File: config.mk
export PLATFORM = sky130hd
export DESIGN_NAME = serial_subtractor
export DESIGN_NICKNAME = d
export VERILOG_FILES = /design/src/rtl/subtractor_pkg.sv /design/src/rtl/fs_chain.sv /design/src/rtl/serial_subtractor.sv
export SDC_FILE = /design/constraint.sdc
export NUM_CORES = 1
export LEC_CHECK = 0
export ABC_CLOCK_PERIOD_IN_PS = 5200
export CORE_MARGIN = 3
export CORE_UTILIZATION = 46
export CTS_BUF_LIST = sky130_fd_sc_hd__clkbuf_8 sky130_fd_sc_hd__clkbuf_16
export DETAILED_ROUTE_END_ITERATION = 16
export DONT_BUFFER_PORTS = 1
export SYNTH_ARGS = -nofsm -noshare
export SYNTH_HDL_FRONTEND = slang
export SYNTH_HIERARCHICAL = 1
export SYNTH_SLANG_ARGS = --single-unit
File: constraint.sdc
create_clock -name clk -period 5.2 [get_ports clk]
set_clock_uncertainty 0.05 [all_clocks]
set_input_delay 0.78 -clock clk [delete_from_list [all_inputs] [get_ports clk]]
set_output_delay 0.78 -clock clk [all_outputs]
set_load 0.02 [all_outputs]
File: src/rtl/subtractor_pkg.sv
// subtractor_pkg: FSM state type and digit-counter width helper for serial_subtractor.
package subtractor_pkg;
  typedef enum logic [1:0] {IDLE, BUSY, DONE} state_t;
  function automatic int cnt_w(input int cycles);
    return (cycles > 1) ? $clog2(cycles) : 1;
  endfunction
endpackage

File: src/rtl/fs_chain.sv
// fs_chain: combinational DIGIT-bit ripple-borrow subtractor built from full-subtractor cells.
module fs_chain #(
  parameter int DIGIT = 4
) (
  input  logic [DIGIT-1:0] x,
  input  logic [DIGIT-1:0] y,
  input  logic             bi,
  output logic [DIGIT-1:0] d,
  output logic             bo
);
  logic [DIGIT:0] c;
  assign c[0] = bi;
  for (genvar i = 0; i < DIGIT; i++) begin : g_cell
    assign d[i]   = x[i] ^ y[i] ^ c[i];
    assign c[i+1] = (~x[i] & y[i]) | (~x[i] & c[i]) | (y[i] & c[i]);
  end
  assign bo = c[DIGIT];
endmodule

File: src/rtl/serial_subtractor.sv
// serial_subtractor: digit-serial a - b - b_in with registered borrow and valid/ready handshakes.
module serial_subtractor
  import subtractor_pkg::*;
#(
  parameter int WIDTH = 16,
  parameter int DIGIT = 4
) (
  input  logic             clk,
  input  logic             rst,
  input  logic             in_valid,
  output logic             in_ready,
  input  logic [WIDTH-1:0] a,
  input  logic [WIDTH-1:0] b,
  input  logic             b_in,
  output logic             out_valid,
  input  logic             out_ready,
  output logic [WIDTH-1:0] diff,
  output logic             b_out,
  output logic             zero
);
  localparam int CYCLES = WIDTH / DIGIT;
  localparam int CW = cnt_w(CYCLES);
  if (WIDTH % DIGIT != 0) begin : g_bad_digit
    $error("serial_subtractor: WIDTH must be a multiple of DIGIT");
  end
  state_t state, state_nx;
  logic [WIDTH-1:0] a_r, b_r, diff_nx;
  logic [CW-1:0] cnt;
  logic [DIGIT-1:0] d;
  logic borrow, bo, accept, last;
  fs_chain #(.DIGIT(DIGIT)) u_chain (
    .x (a_r[cnt*DIGIT +: DIGIT]),
    .y (b_r[cnt*DIGIT +: DIGIT]),
    .bi(borrow),
    .d (d),
    .bo(bo)
  );
  assign in_ready  = (state == IDLE) | ((state == DONE) & out_ready);
  assign out_valid = (state == DONE);
  assign accept    = in_valid & in_ready;
  assign last      = (cnt == CW'(CYCLES - 1));
  always_comb begin
    diff_nx = diff;
    diff_nx[cnt*DIGIT +: DIGIT] = d;
    state_nx = accept ? BUSY :
               (state == BUSY && last) ? DONE :
               (state == DONE && out_ready) ? IDLE : state;
  end
  always_ff @(posedge clk or posedge rst) begin
    if (rst) state <= IDLE;
    else state <= state_nx;
  end
  always_ff @(posedge clk or posedge rst) begin
    if (rst) begin
      a_r    <= '0;
      b_r    <= '0;
      borrow <= 1'b0;
      cnt    <= '0;
      diff   <= '0;
      b_out  <= 1'b0;
      zero   <= 1'b0;
    end else if (accept) begin
      a_r    <= a;
      b_r    <= b;
      borrow <= b_in;
      cnt    <= '0;
    end else if (state == BUSY) begin
      diff   <= diff_nx;
      borrow <= bo;
      cnt    <= last ? '0 : cnt + 1'b1;
      if (last) begin
        b_out <= bo;
        zero  <= (diff_nx == '0);
      end
    end
  end
endmodule
==> flow_metrics.tcl <==
set metrics [dict create \
    p_leak_nw 1.34 \
    ios 57 \
    cpMostUsedCell "fa_1" \
    via_per_inst 5.72 \
    layout-drive-gt1-share 0.261 \
    hold_buffers 0 \
    portBuffers 0 \
    vias 1595 \
    dr.pass1.iters 4 \
    post-place-ws_ns 1.47 \
    hold_viol_final 0 \
    whs_ns 0.470 \
    num_rows 27 \
    post_cts_resized 0 \
    critical_path_buf_inv_count 3 \
    synth.top_cell.area_share 0.492 \
    grt_pass1_wl_um 9130 \
    critPathLaunchType "flop" \
    crit_slowest_cell "fa_1" \
    yosys-top-cells-count "55 x dfrtp_1, 25 x mux2_4, 18 x inv_1" \
    rr_startpoint "cnt[0]$_DFFE_PP0P_" \
    nFillCells 493 \
    yosysTopAreaCell "dfrtp_1" \
    cp_cell_sequence "buf_4 > mux4_2 > fa_1 > inv_1 > fa_1 > fa_1 > inv_1 > fa_1 > nor4_1 > a21oi_1 > o41ai_2" \
    multi_input_area_um2 1270 \
    cts.reportedPaths.clkPinSlew_ns 0.09 \
    crit_family "adder cells" \
    antenna_found_initial 0 \
    synth_area_leaders "dfrtp_1 49%, mux2_4 13%, mux4_2 6.4%" \
    async_flop_share 1.00 \
    setup_ws_ns 1.47 \
    routed_wl_um 5490 \
    ir_drop_v 0.000345 \
    root_buffer "clkbuf_8" \
    cap_violations 0 \
    synthDistinctLibCells 40 \
    initial_utilization 0.490 \
    track_usage 0.164 \
    wl_per_cell_um 19.7 \
    synth_flop_cell "dfrtp_1" \
    ant_nets 0 \
    drc 0 \
    htree_num_levels 2 \
    core_area_um2 5710 \
    finalCritPeriodShare 0.718 \
    post-cts-setup-buffers 0 \
    seq_area_frac_synth 0.492 \
    overflow 0 \
    place_congestion 0.915 \
    clock_path_buffers 2 \
    synthesis.nets 257 \
    synth_warnings 6 \
    tightest_slew_ns 1.09 \
    design_area_um2 2910 \
    synth_cells 210 \
    critical_path_class "reg -> reg" \
    finalSetupViolCount 0 \
    critPathRequiredTime_ns 5.35 \
    slew_violations 0 \
    powerDensity_nw_per_um2 782 \
    hp-class "reg -> reg" \
    cp_data_arrival_time_ns 3.88 \
    dpl_cell_area_um2 2810 \
    finalPower_mw 2.28 \
    slew_headroom 0.270 \
    cts_tree "done" \
    cts_buffers 5 \
    rsz0062_at_grt "false" \
    synth.most_common_cell "dfrtp_1" \
    fin_nets 253 \
    grt_max_degree 56 \
    grt_pass1_vias 1723 \
    crit_fanout 14 \
    worstSetupEndpointType "flop" \
    cp-startpoint "cnt[0]$_DFFE_PP0P_" \
    die-area_um2 7060 \
    max_stage_delay_ns 0.57 \
    register_area_um2 1380 \
    syn_avg_cell_area_um2 13.3 \
    chipWidth_um 84.0 \
    hpwl_um 4100 \
    netlist_area_um2 2800 \
    synth_seq_cells 55 \
    synth_enable_flop_cells 0 \
    status "completed" \
    insertion_delay_ns 0.30 \
    worstHoldStart "a_r[6]$_DFFE_PP0P_" \
    die_y_um 84.0 \
    fin_crit_ns 3.73 \
    area.growth.synth_to_final_pct 4.02 \
    max_freq_mhz 268 \
    cts.sinks 55 \
    first_iter_violations 90 \
    tns_ns 0 \
    antenna_cells 0 \
]
## metal layers
metal	GRT usage	share of wire	wire (um)
met5	0	0	0
met4	0.0439	0.012	64
met3	0.0553	0.073	401
met2	0.268	0.50	2720
met1	0.207	0.42	2300
## state kept, by name, indices dropped and copies added (netlist names)
register / flops
b_r: 16
zero: 1
cnt: 2
diff: 16
a_r: 16
b_out: 1
state: 2
borrow: 1
## cell type report
type / count / share of cell area
Tap cell: 72 / 0.0309
Multi-Input combinational cell: 125 / 0.436
Sequential cell: 55 / 0.473
Clock inverter: 1 / 0.00129
Timing Repair Buffer: 1 / 0.00258
Inverter: 18 / 0.0232
Clock buffer: 7 / 0.0331
## through the flow
stage / util / std cells
4_1_cts: 0.510 / 279
3_3_place_gp: 0.492 / 271
3_5_place_dp: 0.492 / 271
5_1_grt: 0.510 / 279
6_report: 0.510 / 279
2_1_floorplan: - / 210
## path summary, 6_finish.rpt
check	cells past startpoint	to	slack, ns
worst max-delay path	11	zero$_DFFE_PP0P_	1.47
worst min-delay path	1	a_r[6]$_DFFE_PP0P_	0.47
worst max register to register	11	zero$_DFFE_PP0P_	1.47
worst min register to register	1	a_r[6]$_DFFE_PP0P_	0.47
max in group asynchronous	1	borrow$_DFFE_PP0P_	3.85
min in group asynchronous	1	a_r[9]$_DFFE_PP0P_	0.58
## cells by family (layout without fill, tap and decap cells)
kind of cell | after synthesis | count (layout) | share of synthesized area
flip-flops | 55 | 55 | 0.492
AND/OR/NAND/NOR | 44 | 44 | 0.0814
multiplexers | 42 | 42 | 0.234
buffers and inverters | 30 | 27 | 0.0545
AO/OA/AOI/OAI | 29 | 29 | 0.0827
adder cells (fa/ha/maj) | 10 | 10 | 0.0554
## power by group
group	total [mW]	switching [mW]	internal, mW
logic	1.19	0.647	0.543
clock network	0.250	0.130	0.120
registers	0.837	0.217	0.619
## layout by cell type (no fill, tap or decap), drive strengths merged
cell     instances
ha               6
mux2i            1
fa               4
o221ai           1
a22o            14
nor2b            2
dfrtp           55
nor2             9
o21ai            3
o22a             1
mux2            33
or2b             1
nor4             2
nor3             5
o211ai           1
nand4bb          1
nand4b           1
and2             2
nand3            1
clkbuf           7
nor4b            1
a31oi            1
inv             19
a21oi            5
nand2           16
o41ai            1
buf              1
o21a             1
nand4            2
and2b            1
mux4             8
a222oi           1
No activity file was read; power rests on OpenSTA's default activity.
